==> src/rtl/clock_ctrl_pkg.sv <==
// Shared mode encodings and counter-width helper for the wall-clock sequencing controller.
package clock_ctrl_pkg;

    localparam logic [1:0] MODE_RUN      = 2'd0;
    localparam logic [1:0] MODE_SET_HOUR = 2'd1;
    localparam logic [1:0] MODE_SET_MIN  = 2'd2;

    // Width of a counter holding 0..n-1; never narrower than one bit.
    function automatic int cnt_width(input int n);
        if (n > 1) begin
            return $clog2(n);
        end else begin
            return 1;
        end
    endfunction

endpackage

==> src/rtl/clock_ctrl_btn_sync.sv <==
// Two-flop synchronizer for an asynchronous button, plus a previous-value flop for rise detection.
module btn_sync (
    input  logic clk,
    input  logic rst,
    input  logic btn,
    output logic level,
    output logic rise
);

    logic s1_r;
    logic s2_r;
    logic s3_r;

    // Synchronizer chain and previous-level flop.
    always_ff @(posedge clk) begin
        if (rst) begin
            s1_r <= 1'b0;
            s2_r <= 1'b0;
            s3_r <= 1'b0;
        end else begin
            s1_r <= btn;
            s2_r <= s1_r;
            s3_r <= s2_r;
        end
    end

    assign level = s2_r;
    assign rise  = s2_r & ~s3_r;

endmodule

==> src/rtl/clock_ctrl.sv <==
// Wall-clock sequencer: 1 Hz prescaler, carry chaining in RUN, and button-driven hour/minute setting.
module clock_ctrl
    import clock_ctrl_pkg::*;
#(
    parameter int DIV       = 50000000,
    parameter int BLINK_DIV = 25000000,
    parameter int HOLD      = 25000000,
    parameter int REP       = 5000000
) (
    input  logic       clk,
    input  logic       rst,
    input  logic       mode_btn,
    input  logic       inc_btn,
    input  logic       co_sec,
    input  logic       co_min,
    output logic       ci_sec,
    output logic       ci_min,
    output logic       ci_hour,
    output logic       clr_sec,
    output logic [1:0] mode,
    output logic       blink,
    output logic       tick
);

    localparam int PW = cnt_width(DIV);
    localparam int BW = cnt_width(BLINK_DIV);
    localparam int HW = cnt_width(HOLD);

    localparam logic [PW-1:0] PRESC_LAST  = PW'(DIV - 1);
    localparam logic [BW-1:0] BLINK_LAST  = BW'(BLINK_DIV - 1);
    localparam logic [HW-1:0] HOLD_LAST   = HW'(HOLD - 1);
    localparam logic [HW-1:0] HOLD_RELOAD = HW'(HOLD - REP);

    logic          mode_lvl_s;
    logic          mode_rise_s;
    logic          inc_lvl_s;
    logic          inc_rise_s;
    logic          mode_evt_s;
    logic          set_mode_s;
    logic          rep_s;
    logic          inc_evt_s;
    logic          tick_s;
    logic [1:0]    mode_nxt_s;

    logic [1:0]    mode_r;
    logic          clr_sec_r;
    logic [PW-1:0] presc_r;
    logic [BW-1:0] blink_cnt_r;
    logic          blink_r;
    logic [HW-1:0] hold_r;

    btn_sync u_mode_sync (
        .clk   (clk),
        .rst   (rst),
        .btn   (mode_btn),
        .level (mode_lvl_s),
        .rise  (mode_rise_s)
    );

    btn_sync u_inc_sync (
        .clk   (clk),
        .rst   (rst),
        .btn   (inc_btn),
        .level (inc_lvl_s),
        .rise  (inc_rise_s)
    );

    assign mode_evt_s = mode_rise_s & mode_lvl_s;
    assign set_mode_s = (mode_r == MODE_SET_HOUR) || (mode_r == MODE_SET_MIN);
    assign tick_s     = (mode_r == MODE_RUN) && (presc_r == PRESC_LAST);
    assign rep_s      = set_mode_s & inc_lvl_s & (hold_r == HOLD_LAST);
    // A mode press in the same cycle swallows the increment.
    assign inc_evt_s  = set_mode_s & ~mode_evt_s & (inc_rise_s | rep_s);

    // Next-mode selection; the unused encoding falls back to RUN.
    always_comb begin
        mode_nxt_s = MODE_RUN;
        case (mode_r)
            MODE_RUN: begin
                if (mode_evt_s) mode_nxt_s = MODE_SET_HOUR;
                else            mode_nxt_s = MODE_RUN;
            end
            MODE_SET_HOUR: begin
                if (mode_evt_s) mode_nxt_s = MODE_SET_MIN;
                else            mode_nxt_s = MODE_SET_HOUR;
            end
            MODE_SET_MIN: begin
                if (mode_evt_s) mode_nxt_s = MODE_RUN;
                else            mode_nxt_s = MODE_SET_MIN;
            end
            default: mode_nxt_s = MODE_RUN;
        endcase
    end

    // Mode register and the one-shot seconds clear on entering SET_HOUR.
    always_ff @(posedge clk) begin
        if (rst) begin
            mode_r    <= MODE_RUN;
            clr_sec_r <= 1'b0;
        end else begin
            mode_r    <= mode_nxt_s;
            clr_sec_r <= (mode_r == MODE_RUN) & mode_evt_s;
        end
    end

    // 1 Hz prescaler, parked at zero outside RUN.
    always_ff @(posedge clk) begin
        if (rst) begin
            presc_r <= '0;
        end else if (mode_r != MODE_RUN) begin
            presc_r <= '0;
        end else if (presc_r == PRESC_LAST) begin
            presc_r <= '0;
        end else begin
            presc_r <= presc_r + PW'(1'b1);
        end
    end

    // Auto-repeat hold counter; reloads so later repeats come every REP cycles.
    always_ff @(posedge clk) begin
        if (rst) begin
            hold_r <= '0;
        end else if (!set_mode_s || !inc_lvl_s || mode_evt_s || inc_rise_s) begin
            hold_r <= '0;
        end else if (hold_r == HOLD_LAST) begin
            hold_r <= HOLD_RELOAD;
        end else begin
            hold_r <= hold_r + HW'(1'b1);
        end
    end

    // Blink phase: restarts high on each set-mode entry, forced low in RUN.
    always_ff @(posedge clk) begin
        if (rst) begin
            blink_cnt_r <= '0;
            blink_r     <= 1'b0;
        end else if (mode_evt_s) begin
            blink_cnt_r <= '0;
            blink_r     <= (mode_nxt_s != MODE_RUN);
        end else if (!set_mode_s) begin
            blink_cnt_r <= '0;
            blink_r     <= 1'b0;
        end else if (blink_cnt_r == BLINK_LAST) begin
            blink_cnt_r <= '0;
            blink_r     <= ~blink_r;
        end else begin
            blink_cnt_r <= blink_cnt_r + BW'(1'b1);
            blink_r     <= blink_r;
        end
    end

    // Counter enables; minutes never carry into hours while setting.
    always_comb begin
        ci_sec  = 1'b0;
        ci_min  = 1'b0;
        ci_hour = 1'b0;
        case (mode_r)
            MODE_RUN: begin
                ci_sec  = tick_s;
                ci_min  = co_sec;
                ci_hour = co_min;
            end
            MODE_SET_HOUR: ci_hour = inc_evt_s;
            MODE_SET_MIN:  ci_min  = inc_evt_s;
            default: begin
                ci_sec  = 1'b0;
                ci_min  = 1'b0;
                ci_hour = 1'b0;
            end
        endcase
    end

    assign mode    = mode_r;
    assign clr_sec = clr_sec_r;
    assign blink   = blink_r;
    assign tick    = tick_s;

endmodule
==> config.mk <==
export PLATFORM = sky130hd
export DESIGN_NAME = clock_ctrl
export DESIGN_NICKNAME = d
export VERILOG_FILES = /design/src/rtl/clock_ctrl_pkg.sv /design/src/rtl/clock_ctrl_btn_sync.sv /design/src/rtl/clock_ctrl.sv
export SDC_FILE = /design/constraint.sdc
export NUM_CORES = 1
export LEC_CHECK = 0
export CAP_MARGIN = 30
export CORE_MARGIN = 4
export CORE_UTILIZATION = 35
export CTS_CLUSTER_SIZE = 28
export DETAILED_ROUTE_END_ITERATION = 10
export HOLD_SLACK_MARGIN = 0.1
export PLACE_DENSITY_LB_ADDON = 0.25
export SETUP_SLACK_MARGIN = 0.4
export SKIP_LAST_GASP = 1
export SLEW_MARGIN = 10
export SYNTH_ARGS = -nofsm -noshare
export SYNTH_HDL_FRONTEND = slang
export SYNTH_HIERARCHICAL = 1
export SYNTH_SLANG_ARGS = --single-unit
==> constraint.sdc <==
create_clock -name clk -period 6.5 [get_ports clk]
set_input_delay 1.3 -clock clk [delete_from_list [all_inputs] [get_ports clk]]
set_output_delay 1.3 -clock clk [all_outputs]
set_load 0.02 [all_outputs]
# Word-level counts from Yosys, hierarchy flattened

Cells that the tools add are included.

Register bits after elaboration: 86
Input port bits: 6

$add $sub $neg: 3
Equality and inequality tests: 6
Mux-type cells: 11
Bitwise gates (word level): 14
Reduce and logical (&&, ||, !) cells: 14

Operator list:

| operator                | number |
|---|---|
| $add A25 B1 Y25 const B | 2 |
| $eq A25 B25 Y1 const B  | 2 |
| $add A26 B1 Y26 const B | 1 |
| $eq A26 B26 Y1 const B  | 1 |
| $mux W25                | 1 |
| $and A1 B1 Y1           | 8 |
| $pmux W2 S3             | 1 |
| $reduce_or A3 Y1        | 2 |
| $mux W1                 | 5 |
| $not A1 Y1              | 5 |
| $logic_or A1 B1 Y1      | 4 |
| $mux W2                 | 2 |
| $pmux W1 S2             | 2 |
| $reduce_bool A2 Y1      | 2 |
| $reduce_or A4 Y1        | 1 |
| $ne A3 B2 Y1 const B    | 1 |
| $eq A2 B1 Y1 const B    | 1 |
| $eq A2 B2 Y1 const B    | 1 |
| $logic_not A1 Y1        | 2 |
| $logic_not A2 Y1        | 1 |
| $reduce_or A2 Y1        | 1 |
| $logic_and A1 B1 Y1     | 1 |
| $or A1 B1 Y1            | 1 |

# Logic depth before layout (Yosys ltp)

Gate-level depths: netlist of run 1.

Depth in word-level cells: 7
Mapped depth: 7

# Cells and area by module

The synthesis of run 1 kept the hierarchy.

By module, submodules not included:

| module     | times used | cells each | area an instance (um^2) | sequential area each (um^2) |
|---|---|---|---|---|
| clock_ctrl | 1          | 452        | 3838.7                  | 1601.5 |
| btn_sync   | 2          | 7          | 87.6                    | 60.1 |

# Worst setup path before layout of run 1

OpenSTA, ideal clock, no wires.

Path type: flip-flop to output port
Start: reg hold_r[8]
End: out ci_hour
Arrival time: 2050 ps
Slack: 3150 ps
Cell stages (with the launch flop): 5
Path through: dfxtp_1 > or4_1 > or4_1 > or4_1 > o21ai_1

Word-level cells in the longest chain between the ends: 5

RTL lines:

| element                | line              | text |
|---|---|---|
| start, declared        | clock_ctrl.sv:50  | `logic [HW-1:0] hold_r;` |
| start signal, assigned | clock_ctrl.sv:128 | `hold_r <= hold_r + HW'(1'b1);` |
| $eq A25 B25 Y1         | clock_ctrl.sv:71  | `assign rep_s = set_mode_s & inc_lvl_s & (hold_r == HOLD_LAST);` |
| $and A1 B1 Y1          | clock_ctrl.sv:71  |  |
| $or A1 B1 Y1           | clock_ctrl.sv:73  | `assign inc_evt_s = set_mode_s & ~mode_evt_s & (inc_rise_s \| rep_s);` |
| $and A1 B1 Y1          | clock_ctrl.sv:73  |  |
| $pmux W1 S2            | clock_ctrl.sv:157 | `case (mode_r)` |
| end, declared          | clock_ctrl.sv:18  | `output logic ci_hour,` |

No other way between the ends.

# Worst setup path after layout of run 1

Same ends and word-level chain as after synthesis.

==> reports/metrics.yaml, run 1 <==
status:
  status: "finished clean"
clock_tree:
  postCtsSetupRepairBufs: 0
  htreeDepth: 3
  ctsResizeCount: 0
  clk_pin_slew_ns: 0.06
  clk_path_buf_depth: 2
  clockRootBuffer: "clkbuf_16"
  cts.hold.buffers_added: 0
  clock_sinks: 86
  cts_buffers: 9
  cts_tree: "built"
  clk_latency_ns: 0.34
sta:
  fmax_mhz: 239
  setup_tns_ns: 0
  finalCritPeriodShare_pct: 64.3
  rsz0062_at_grt: "false"
  worst_pin_slew_ns: 0.800
  finalHoldViolCount: 0
  fin_crit_ns: 4.18
  final.setup_skew_ns: 0.00616
  setup_viol_count_final: 0
  drv_slew: 0
  slew-limit-headroom_pct: 46.6
detailed_routing:
  drt.antenna.violating_nets: 0
  viasPerCell: 5.47
  drt-initial-drc-count: 143
  first_pass_iters: 4
  drc_errors: 0
  num_vias: 3379
  wire_per_inst_um: 13.7
  wl_um: 8440
synthesis:
  yosys_warnings: 6
  ys.flop_type: "dfxtp_1"
  synth_nets: 479
  syn-cell-area_um2: 4010
  syn_area_per_cell_um2: 8.61
  ys_seq_elements: 86
  synthesis.instances: 466
  synth_enable_flop_cells: 0
  async_flop_share_pct: 0
  seq_area_frac_synth_pct: 42.9
  synth_cell_types: 45
pwr:
  ir_worst_vdd_mv: 0.169
  cellPowerDensity_nw_per_um2: 255
  p_leak_nw: 1.39
layout:
  drive_above_1_share_pct: 6.28
  diodes: 0
  areaGrowthSynthToFinish_pct: 15.2
  fin_area_um2: 4630
  fin_nets: 486
worst_setup_path:
  r2r_cells: 5
  critical_path.reg2reg.startpoint: "hold_r[0]"
  cp_max_fo: 6
  startpoint_type: "register"
  startpoint: "hold_r[8]"
  cp.arrival_ns: 2.88
  reg2reg_setup_slack_ns: 4.31
  cp-endpoint: "ci_hour"
  critical_path_class: "register to output port"
  regToRegEndpoint: "hold_r[20]"
  cp.required_ns: 5.20
  cp-end-kind: "output port"
floorplan:
  core-area_um2: 11000
  die_x_um: 115
  initial_core_util_pct: 36.4
  die_y_um: 115
  num_rows: 38
  num_io_pins: 14
  die_area_um2: 13200
global_routing:
  grt_overflow: 0
  grt_use_total_pct: 13.8
  antenna_found_initial: 0
  grt_pass1_vias: 3182
  grt_max_degree: 20
  grt_pass1_wl_um: 14900
hold_path:
  hold_start: "u_inc_sync/s1_r"
  min_path_type: "register to register"
placed_design:
  dp_hpwl_um: 5870
  gp_congestion: 0.772
  place_area_um2: 4250
  io_buffers: 13
run:
  drv_cap: 0
sequential cells by signal, indices dropped and copies added, names as in the netlist:
name               count
blink                  1
blink_cnt_r           25
clr_sec                1
hold_r                25
mode                   2
presc_r               26
u_inc_sync/level       1
u_inc_sync/s1_r        1
u_inc_sync/s3_r        1
u_mode_sync/level      1
u_mode_sync/s1_r       1
u_mode_sync/s3_r       1
per-stage QoR:
stage	setup WS (ns)	hold slack [ns]	power (W)	utilization, %	std cells
4_1_cts	2.29	0.443	0.00120	41.9	618
5_1_grt	2.19	0.465	0.00122	41.9	618
2_1_floorplan	3.15	0.413	0.000555	-	466
3_5_place_dp	2.64	0.430	0.000565	38.6	602
3_3_place_gp	2.66	0.420	0.000564	38.6	602
6_report	2.32	0.438	0.00118	41.9	618
power by group:
group | total (W) | switching (W) | internal [W] | leakage [nW]
Sequential | 0.000533 | 0.00000265 | 0.000530 | 0.694
Clock | 0.000629 | 0.000205 | 0.000424 | 0.179
Combinational | 0.0000194 | 0.0000104 | 0.00000905 | 0.517
metal layers:
layer / up-vias / global-route usage (%) / routed length [um]
met5: - / 0 / 0
met1: 1580 / 17.7 / 3990
met4: 0 / 5.16 / 101
met2: 59 / 22.4 / 3990
met3: 8 / 3.47 / 364
li1: 1732 / - / -
cell usage after synthesis, drive strengths merged, types with 2 or more instances:
| cell | count | area [um2] |
|---|---|---|
| o21ai | 17 | 85.1 |
| and3 | 8 | 51.3 |
| nor3 | 11 | 55.1 |
| ha | 7 | 87.6 |
| xnor2 | 16 | 140 |
| inv | 18 | 67.6 |
| nand3 | 28 | 140 |
| nor2 | 43 | 161 |
| or4 | 26 | 199 |
| or4b | 2 | 20.0 |
| o21a | 2 | 15.0 |
| xor2 | 16 | 140 |
| nand4 | 22 | 144 |
| a21oi | 41 | 205 |
| nor2b | 8 | 55.1 |
| and4 | 8 | 70.1 |
| a22oi | 2 | 15.0 |
| clkbuf | 11 | 41.3 |
| nor4 | 5 | 31.3 |
| or3 | 18 | 114 |
| buf | 9 | 53.8 |
| dfxtp | 86 | 1720 |
| o31ai | 23 | 178 |
| nor4b | 3 | 26.3 |
| nand2 | 24 | 90.1 |
| and2 | 2 | 12.5 |
| o311ai | 3 | 26.3 |
cells by family (layout without fill, tap and decap cells):
group                      Yosys count  in the layout  share of synthesized area, %
adders and majority gates            7              7                          2.18
muxes                                1              1                         0.249
buffers and inverters               38             50                          4.05
xor gates and xnor gates            32             32                          6.98
and+or+nand+nor                    211            211                          29.9
AOI/OAI and AO/OA                   91             91                          13.7
DFF                                 86             86                          42.9
layout by cell type (no fill, tap or decap), types with 2 or more instances in the layout:
| cell | synthesis | final |
|---|---|---|
| a22oi_1 | 2 | 2 |
| dfxtp_1 | 86 | 86 |
| o21ai_0 | 15 | 15 |
| and3_1 | 7 | 7 |
| nor2_1 | 43 | 43 |
| and4_1 | 8 | 8 |
| clkdlybuf4s50_1 | 0 | 13 |
| o21ai_1 | 2 | 2 |
| xor2_1 | 16 | 16 |
| bufinv_16 | 0 | 4 |
| o311ai_0 | 2 | 2 |
| nand2_1 | 24 | 24 |
| inv_1 | 18 | 18 |
| nor3_1 | 11 | 11 |
| o21a_1 | 2 | 2 |
| nand4_1 | 21 | 21 |
| nor2b_1 | 6 | 6 |
| nand3_1 | 28 | 28 |
| or3_1 | 17 | 17 |
| or4_1 | 25 | 25 |
| a21oi_1 | 41 | 41 |
| nor4b_1 | 3 | 3 |
| xnor2_1 | 16 | 16 |
| nor2b_2 | 2 | 2 |
| o31ai_1 | 22 | 22 |
| and2_1 | 2 | 2 |
| nor4_1 | 5 | 5 |
| buf_4 | 1 | 3 |
| clkbuf_16 | 0 | 9 |
| ha_1 | 7 | 7 |
final cells by class:
class	instances	area, um2
Fill cell	1113	6400
Multi-Input combinational cell	342	2140
Sequential cell	86	1720
Clock buffer	10	239
Tap cell	140	175
Timing Repair Buffer	16	153
Clock inverter	6	133
Inverter	18	67.6
critical path, stage by stage, from the launching register on:
cell             delay (ns)
dfxtp_1                0.35
or4_1                  0.52
or4_1                  0.39
or4_1                  0.51
o21ai_1                0.16
clkdlybuf4s50_1        0.62
worst min path at each step:
| stage | cells past startpoint | to |
|---|---|---|
| after floorplan | 1 | blink_cnt_r[0] |
| after global placement | 1 | u_inc_sync/level |
| after detailed placement | 1 | u_inc_sync/level |
| after CTS | 1 | u_inc_sync/level |
| after global routing | 1 | u_inc_sync/level |
| final | 1 | u_inc_sync/level |
Power figures use the tool's default switching activity.
==> inputs of run 2 (changes only) <==
==> constraint.sdc (replaced) <==
create_clock -name clk -period 3.7 [get_ports clk]
set_input_delay 0.74 -clock clk [delete_from_list [all_inputs] [get_ports clk]]
set_output_delay 0.74 -clock clk [all_outputs]
set_load 0.02 [all_outputs]
==> reports/metrics.yaml, run 2 (synthesis results as in run 1) <==
worst_setup_path:
  reg2reg_setup_slack_ns: 1.47
  cp.arrival_ns: 2.43
  startpoint_type: "register"
  r2r_cells: 5
  critical_path.reg2reg.startpoint: "hold_r[0]"
  cp_max_fo: 6
  cp-end-kind: "output port"
  critical_path_class: "register to output port"
  cp.required_ns: 2.96
  regToRegEndpoint: "hold_r[20]"
layout:
  fin_area_um2: 4570
  diodes: 0
  largest_register_ffs: 26
  fin_nets: 489
  top_regs: "presc_r (26), blink_cnt_r (25), hold_r (25)"
  final_common_cell: "dfxtp_1"
  largest-register: "presc_r"
  drive_above_1_share_pct: 7.07
  final_cell_mix: "dfxtp_1 (86), nor2_1 (43), a21oi_1 (41)"
  fill_cells: 1094
  post-route-util_pct: 41.4
  areaGrowthSynthToFinish_pct: 13.7
floorplan:
  die_x_um: 115
  num_rows: 38
  die_y_um: 115
  core-area_um2: 11000
  num_io_pins: 14
  die_area_um2: 13200
  initial_core_util_pct: 36.4
detailed_routing:
  drc_errors: 0
  wl_um: 8310
  drt-initial-drc-count: 157
  wire_per_inst_um: 13.4
  viasPerCell: 5.41
  first_pass_iters: 4
  num_vias: 3357
  drt.antenna.violating_nets: 0
run:
  drv_cap: 0
clock_tree:
  clk_path_buf_depth: 2
  cts_tree: "built"
  ctsResizeCount: 6
  clk_latency_ns: 0.34
  cts_buffers: 9
  clock_sinks: 86
  htreeDepth: 3
  postCtsSetupRepairBufs: 0
  cts.hold.buffers_added: 0
  clk_pin_slew_ns: 0.06
  clockRootBuffer: "clkbuf_16"
global_routing:
  grt_max_degree: 26
  antenna_found_initial: 0
  grt_pass1_vias: 3086
  grt_pass1_wl_um: 14200
  grt_overflow: 0
  grt_use_total_pct: 13.2
sta:
  slew-limit-headroom_pct: 42.4
  finalHoldViolCount: 0
  fmax_mhz: 315
  final.setup_skew_ns: 0.00701
  setup_viol_count_final: 0
  fin_crit_ns: 3.17
  timing.hold.ws_ns: 0.439
  worst_pin_slew_ns: 0.863
  finalCritPeriodShare_pct: 85.7
  drv_slew: 0
  rsz0062_at_grt: "false"
  setup_tns_ns: 0
hold_path:
  min_path_type: "register to register"
  hold_start: "blink_cnt_r[0]"
  whs_path_depth: 1
  holdPathEnd: "blink_cnt_r[0]"
pwr:
  pwr-share-seq_pct: 50.0
  p_total_w: 0.00187
  cellPowerDensity_nw_per_um2: 410
  p_int_w: 0.00150
  p_leak_nw: 1.38
  p_sw_share_pct: 19.7
  p_comb_share_pct: 1.8
  ir_worst_vdd_mv: 0.217
  clkPwrFrac_pct: 48.2
  switching_power_w: 0.000369
placed_design:
  io_buffers: 13
  place_area_um2: 4270
  gp_congestion: 0.793
  dp_hpwl_um: 5790
status:
  status: "finished clean"
==> run 2: cell count changes in the layout (fill, tap and decap cells not counted) <==
cell,before,now
buf_2,0,3
bufinv_16,4,1
buf_4,3,5
clkdlybuf4s50_1,13,11
clkinv_2,1,3
clkbuf_1,0,1
clkbuf_8,1,2
clkinvlp_4,1,0
==> run 2: through the flow <==
stage / worst slack, ns / instances
after floorplan: 0.910 / 466
after global placement: 0.443 / 604
after detailed placement: 0.435 / 605
after CTS: 0.416 / 621
after global routing: 0.428 / 621
final: 0.528 / 621
==> run 2: final cells by class <==
class	count	area (um2)	area share, %
timing repair buffer	19	163	3.56
multi-input combinational	342	2140	46.8
clock buffer	12	256	5.62
tap	140	175	3.84
clock inverter	4	45.0	0.987
inverter	18	67.6	1.48
sequential	86	1720	37.7
==> run 2: how the worst max path moves through the flow <==
stage,startpoint,end,slack (ns),cells past startpoint
after floorplan,hold_r[8],ci_hour,0.91,4
after global placement,hold_r[8],ci_hour,0.44,5
after detailed placement,hold_r[8],ci_hour,0.44,5
after CTS,hold_r[8],ci_hour,0.42,5
after global routing,hold_r[8],ci_min,0.43,5
final,hold_r[8],ci_min,0.53,5
==> run 2: power groups by stage <==
| stage | logic (W) | registers [W] | clock network, W |
|---|---|---|---|
| after floorplan | 0.0000191 | 0.000956 | 0 |
| after global placement | 0.0000347 | 0.000957 | 0 |
| after detailed placement | 0.0000353 | 0.000957 | 0 |
| after CTS | 0.0000350 | 0.000937 | 0.000930 |
| after global routing | 0.0000379 | 0.000937 | 0.000970 |
| final | 0.0000339 | 0.000937 | 0.000902 |
==> run 2: critical path, stage by stage, from the launching register on <==
cell     delay [ns]
dfxtp_1        0.35
or4_1          0.53
or4_1          0.39
or4_1          0.51
o21ai_1        0.15
buf_2          0.17
==> run 2: per-layer routing <==
| layer | GRT usage (%) | vias up | wire (um) |
|---|---|---|---|
| li1 | - | 1736 | - |
| met4 | 5.24 | 0 | 125 |
| met5 | 0 | - | 0 |
| met1 | 17.1 | 1569 | 4090 |
| met3 | 3.79 | 9 | 276 |
| met2 | 20.9 | 43 | 3820 |
==> RTL edit 1: new RTL, config.mk and constraints of run 2 <==
The parameter `HOLD` goes from 25000000 to 12500000.
--- a/src/rtl/clock_ctrl.sv
+++ b/src/rtl/clock_ctrl.sv
@@ -6,3 +6,3 @@
     parameter int BLINK_DIV = 25000000,
-    parameter int HOLD      = 25000000,
+    parameter int HOLD      = 12500000,
     parameter int REP       = 5000000
Function: same outputs for any inputs over 10 cycles, from zero or initial values and one cycle with rst high; that may be too few to reach the edited logic, so the function may still have changed.
==> RTL edit 1 against run 2 <==
  * Sequential cell count shrank 1
  * Power grew 3.4%
  * Wire length shrank 1.7%
  * Count of clock-buffer cells in the layout shrank 2
  * Area after synthesis shrank 1.2%
  * Setup slack gained 120 ps
  * Via count shrank 2.2%
  * Fmax grew 3.8%
  * Design area shrank 0.33%
==> RTL edit 1: results (changes against run 2) <==
The run finished with clean final reports. The launch point of the worst reg-to-reg path was blink_cnt_r[10]$_SDFF_PP0_. Gate family responsible for the most delay along the worst path: simple AND/OR/NAND/NOR gates. The tools report the first-pass GRT wire length as 14000 microns (-1.5%). On the critical path, the stage with the largest delay is an instance of or3_4. The tools report the sequential power as 0.925 mW (-1%). For the total leakage power, the log shows 1.41 nW (+2.9%). The count of different cell masters after synthesis was 44 (-2.2%). The worst hold path startpoint is u_mode_sync/s1_r$_SDFF_PP0_.

The global-route usage over all layers came out at 0.133 (+0.000277). In the final layout, the registers with the most flip-flops are presc_r x26, blink_cnt_r x25, hold_r x24. The layout inverter count without the clock tree is 15 (-3). Maximum number of pins on one net before global-route repair: 25 (-3.8%). The total nets after synthesis was 469 (-2.1%); the overall power consumption was 1.94 mW (+3.4%). The layout multi-input combinational cell count was 337 (-1.5%); the peak fanout along the critical path was 8 (+2). The run gives 3970 sq um (-1.2%) as the total standard cell area after synthesis.

Worst min-delay path endpoint: u_mode_sync/level$_SDFF_PP0_. The run gives 4 (-2) as the number of instances resized during post-cts repair. The fraction of area in registers was 0.374 (-0.00315); the achievable frequency was 0.327 GHz (+3.8%). For the area after detailed placement, the log shows 4200 sq um (-1.8%). Launch point of the critical path: hold_r[9]$_SDFF_PP0_. Clock tree cell share of total cell area: 0.0715 (+0.00544).

The number of fill cells is 1084 (-0.91%), and the register bit total from synthesis is 85 (-1.2%). The total of clock buffers placed in the layout was 10 (-2). The non-clock buffer area fraction after layout was 0.0357 (+0.000118); the transition at the pin with the smallest max-transition slack was 825 ps (-38.1 ps). The run gives 438 ps (-1.39 ps) as the final worst hold slack. Fraction of final layout cells sized beyond drive strength 1: 0.0682 (-0.00246). The tools report the proportion of power drawn by combinational gates as 0.020 (+0.002). The proportion of synthesized chip area in sequential cells came out at 0.429 (about the same).

Sum of net half-perimeters after detailed placement: 5580 microns (-3.6%). For the violation count after the first detailed-routing iteration, the log shows 184 (+17%). For the net total in the final layout, the log shows 477 (-2.5%). The instance count after placement with tap cells included was 592 (-2.1%). Switching power: 0.390 mW (+5.6%). The count of buffers from port buffering works out to 13 (unchanged). The number of signal-net buffers in the layout was 16 (-3); the wire length after detailed routing was 8170 microns (-1.7%).

The multi-input logic portion of the cell area is 0.468 (about the same). By count the netlist is led by 85 x dfxtp_1, 41 x nor2_1, 38 x a21oi_1. The slack of the worst reg-to-reg path came out at 1530 ps (+60 ps).

The routed via count divided by cell count was 5.39 (-0.28%). The end of the worst register-to-register path is blink_cnt_r[2]$_SDFF_PP0_. The peak supply drop is 0.289 mV (+33%). The logs give 7.98 ps (+0.967 ps) for the setup clock skew after layout and 0.813 (+2.5%) for the placer congestion estimate. For the number of global-route vias before repair, the log shows 3000 (-2.8%).
[RTL edit 1: cell count changes after synthesis, sizes merged, moves of 4 or more]
cell	before	now
o31ai	23	12
nand4	22	18
or4	26	14
o21ai	17	26
or3	18	22
[RTL edit 1: kinds of logic after synthesis]
logic type,after synthesis,synth area share
and+or+nand+nor,208,0.301
buffers and inverters,34,0.0385
DFF,85,0.429
adders and majority gates,7,0.0221
AOI/OAI and AO/OA,86,0.130
xor gates and xnor gates,33,0.0728
muxes,3,0.00757
[RTL edit 1: per-layer routing]
layer	part of all wire	global-route usage	vias up	routed length, microns
li1	-	-	1679	-
met1	0.51	0.175	1559	4150
met2	0.44	0.203	39	3610
met3	0.040	0.0476	6	327
met4	0.011	0.0380	0	88
met5	0	0	-	0
[RTL edit 1: worst register-to-register path, stage by stage (launching register included)]
cell and delay (ps):
dfxtp_1 330, or4_1 520, nor4_1 330, a211o_1 730
nor2_1 120
==> RTL edit 2: new RTL, settings of run 2 <==
Made on the original files. Register the inputs `mode_btn`, `inc_btn`, `co_sec` and `co_min` before use, cleared by the reset. The logic sees them one clock later.
--- a/src/rtl/clock_ctrl.sv
+++ b/src/rtl/clock_ctrl.sv
@@ -33,2 +33,21 @@
 
+    logic mode_btn_q;
+    logic inc_btn_q;
+    logic co_sec_q;
+    logic co_min_q;
+
+    always_ff @(posedge clk) begin
+        if (rst) begin
+            mode_btn_q <= '0;
+            inc_btn_q  <= '0;
+            co_sec_q   <= '0;
+            co_min_q   <= '0;
+        end else begin
+            mode_btn_q <= mode_btn;
+            inc_btn_q  <= inc_btn;
+            co_sec_q   <= co_sec;
+            co_min_q   <= co_min;
+        end
+    end
+
     logic          mode_lvl_s;
@@ -54,3 +73,3 @@
         .rst   (rst),
-        .btn   (mode_btn),
+        .btn   (mode_btn_q),
         .level (mode_lvl_s),
@@ -62,3 +81,3 @@
         .rst   (rst),
-        .btn   (inc_btn),
+        .btn   (inc_btn_q),
         .level (inc_lvl_s),
@@ -159,4 +178,4 @@
                 ci_sec  = tick_s;
-                ci_min  = co_sec;
-                ci_hour = co_min;
+                ci_min  = co_sec_q;
+                ci_hour = co_min_q;
             end
Formal check against the unedited RTL: not equivalent (Yosys sat finds a counterexample within 4 cycles, from zero or initial values and one cycle with rst high).
==> RTL edit 2 against run 2 <==
  * Power up 4.1%
  * Critical path type unchanged
  * Area after synthesis is 5.7% higher
  * Sequential cell count up 4
  * Largest power group unchanged
  * Wire length up 8.5%
  * Setup slack improved by 31 ps
  * Highest routed layer unchanged
  * Design area up 5.3%
  * Clock power grew 3.8%
  * Final cell count rose by 1.8%
  * Critical path depth is 1 higher
  * Combinational power shrank 2%
==> RTL edit 2: results (changes against run 2) <==
The run finished with clean final reports. Power per standard cell area: 405 nW/um^2 (-1.2%). The logs give 0 (unchanged) for the max-slew violation count and 0.184 (+0.0134) for the met1 demand-to-capacity share in global routing.

Count of different cell masters after synthesis: 43 (-4.4%). The tools report the signal arrival time at the worst endpoint as 2400 ps (-30 ps). The instance count of the mapped netlist was 480 (+3.0%). The run gives 0.0332 mW (-2%) as the combinational gate power. The final critical delay including setup and external delays was 3140 ps (-31.3 ps); the routed via count divided by cell count was 5.55 (+2.6%). The tools report the placer congestion estimate as 0.753 (-5.0%). The met2 usage was 0.194 (-0.0144). Sorting the synthesized cells by area gives the leading types as dfxtp_1 42%, xor2_1 5.0%, or4_1 4.2%.

The biggest cell delay along the critical path works out to 580 ps (+50 ps). The tools report the first-pass GRT wire length as 15600 microns (+9.6%). The tools report the critical path capture point as ci_min. The buffer depth of the longest clock path was 2 (unchanged); the total leakage power was 1.52 nW (+11%). The tools report the worst hold path startpoint as u_inc_sync/s1_r$_SDFF_PP0_. The fraction of final layout cells sized beyond drive strength 1 was 0.0675 (-0.00320); the part of the power in the clock network was 0.480 (-0.002).

The proportion of synthesized chip area in sequential cells is 0.425 (-0.00427). The total nets after synthesis is 493 (+2.9%), and the peak fanout along the critical path is 7 (+1). The tools report the net total in the final layout as 497 (+1.6%). The class of the most critical hold timing path is reg -> reg. The slack of the worst reg-to-reg path was 1390 ps (-80 ps); the pre-CTS worst setup slack was 454 ps (+19.2 ps). The global-route usage over all layers was 0.135 (+0.00232). The tools report the launch point of the worst reg-to-reg path as blink_cnt_r[2]$_SDFF_PP0_. The number of fill cells was 1141 (+4.3%). Peak supply drop: 0.228 mV (+5.1%). The instance count after placement with tap cells included is 616 (+1.8%).

The wire length after detailed routing is 9020 microns (+8.5%), and the maximum number of pins on one net before global-route repair is 26 (unchanged). The tools report the number of global-route vias before repair as 3322 (+7.6%). Sum of net half-perimeters after detailed placement: 6070 microns (+4.8%). The transition at the pin with the smallest max-transition slack works out to 835 ps (-28.7 ps).

Among all stages on the critical path, the largest delay is contributed by or4_1. The tools report the launch point of the critical path as hold_r[0]$_SDFF_PP0_. In the synthesized netlist, the cells that appear most often are 90 x dfxtp_1, 30 x nand2_1, 28 x nand3_1. The tools report the design internal power as 1.55 mW (+3.2%).

The met3 demand-to-capacity share in global routing is 0.0389 (+0.00103). The logs give 236 (+50%) for the violation count after the first detailed-routing iteration and 3506 (+4.4%) for the routed via count. For hold timing, the worst endpoint is u_inc_sync/level$_SDFF_PP0_. In this run the critical register-to-register path is captured at blink_cnt_r[7]$_SDFF_PP0_. The share of synthesized registers carrying an async set or reset was 0 (unchanged); the setup clock skew after layout was 5.74 ps (-1.28 ps).
-- RTL edit 2: changes by cell type after synthesis, moves of 6 or more --
cell      delta
nor2_1      -25
a21oi_1     -21
a211oi_1    +19
nor3_1      +14
xor2_1       +8
inv_1        -7
clkbuf_1     +6
nand2_1      +6
xnor2_1      -6
-- RTL edit 2: repair_timing --
| action | CTS | global route |
|---|---|---|
| hold buffers | 0 | 0 |
| gates resized for setup | 6 | 8 |
| setup endpoints to repair | 2 | 4 |
| setup buffers | 0 | 0 |
| gates cloned | 0 | 0 |
-- RTL edit 2: cells by family (layout without fill, tap and decap cells) --
group,after synthesis,in the layout,share of synthesized area
xor+xnor,34,34,0.0702
simple gates,230,230,0.320
flops,90,90,0.425
compound gates,80,80,0.124
mux,2,2,0.00472
fa+ha+maj,7,7,0.0206
buf+inv,37,46,0.0360
-- RTL edit 2: layer usage --
| layer | up-vias | wire (microns) |
|---|---|---|
| li1 | 1815 | - |
| met1 | 1639 | 4800 |
| met2 | 40 | 3780 |
| met3 | 12 | 243 |
| met4 | 0 | 197 |
| met5 | - | 0 |
-- RTL edit 2: worst max-delay path: cells and delay by family, from the launching register on --
family / cells / cell delay, ps
flops: 1 / 370
simple gates: 3 / 980
compound gates: 1 / 200
buf+inv: 1 / 290
fa+ha+maj: 1 / 230
-- RTL edit 2: per-stage QoR --
stage                     cell area, sq um  hold slack [ps]
after detailed placement              4510              425
after global routing                  4810              463
after floorplan                       4240              413
final                                 4810              438
after CTS                             4810              440
after global placement                4510              419
-- RTL edit 2: cell type report --
cell class | count | share of cell area
Clock buffer | 14 | 0.0549
Tap cell | 143 | 0.0372
Clock inverter | 2 | 0.00728
Sequential cell | 90 | 0.375
Multi-Input combinational cell | 353 | 0.481
Timing Repair Buffer | 19 | 0.0367
Inverter | 11 | 0.00858
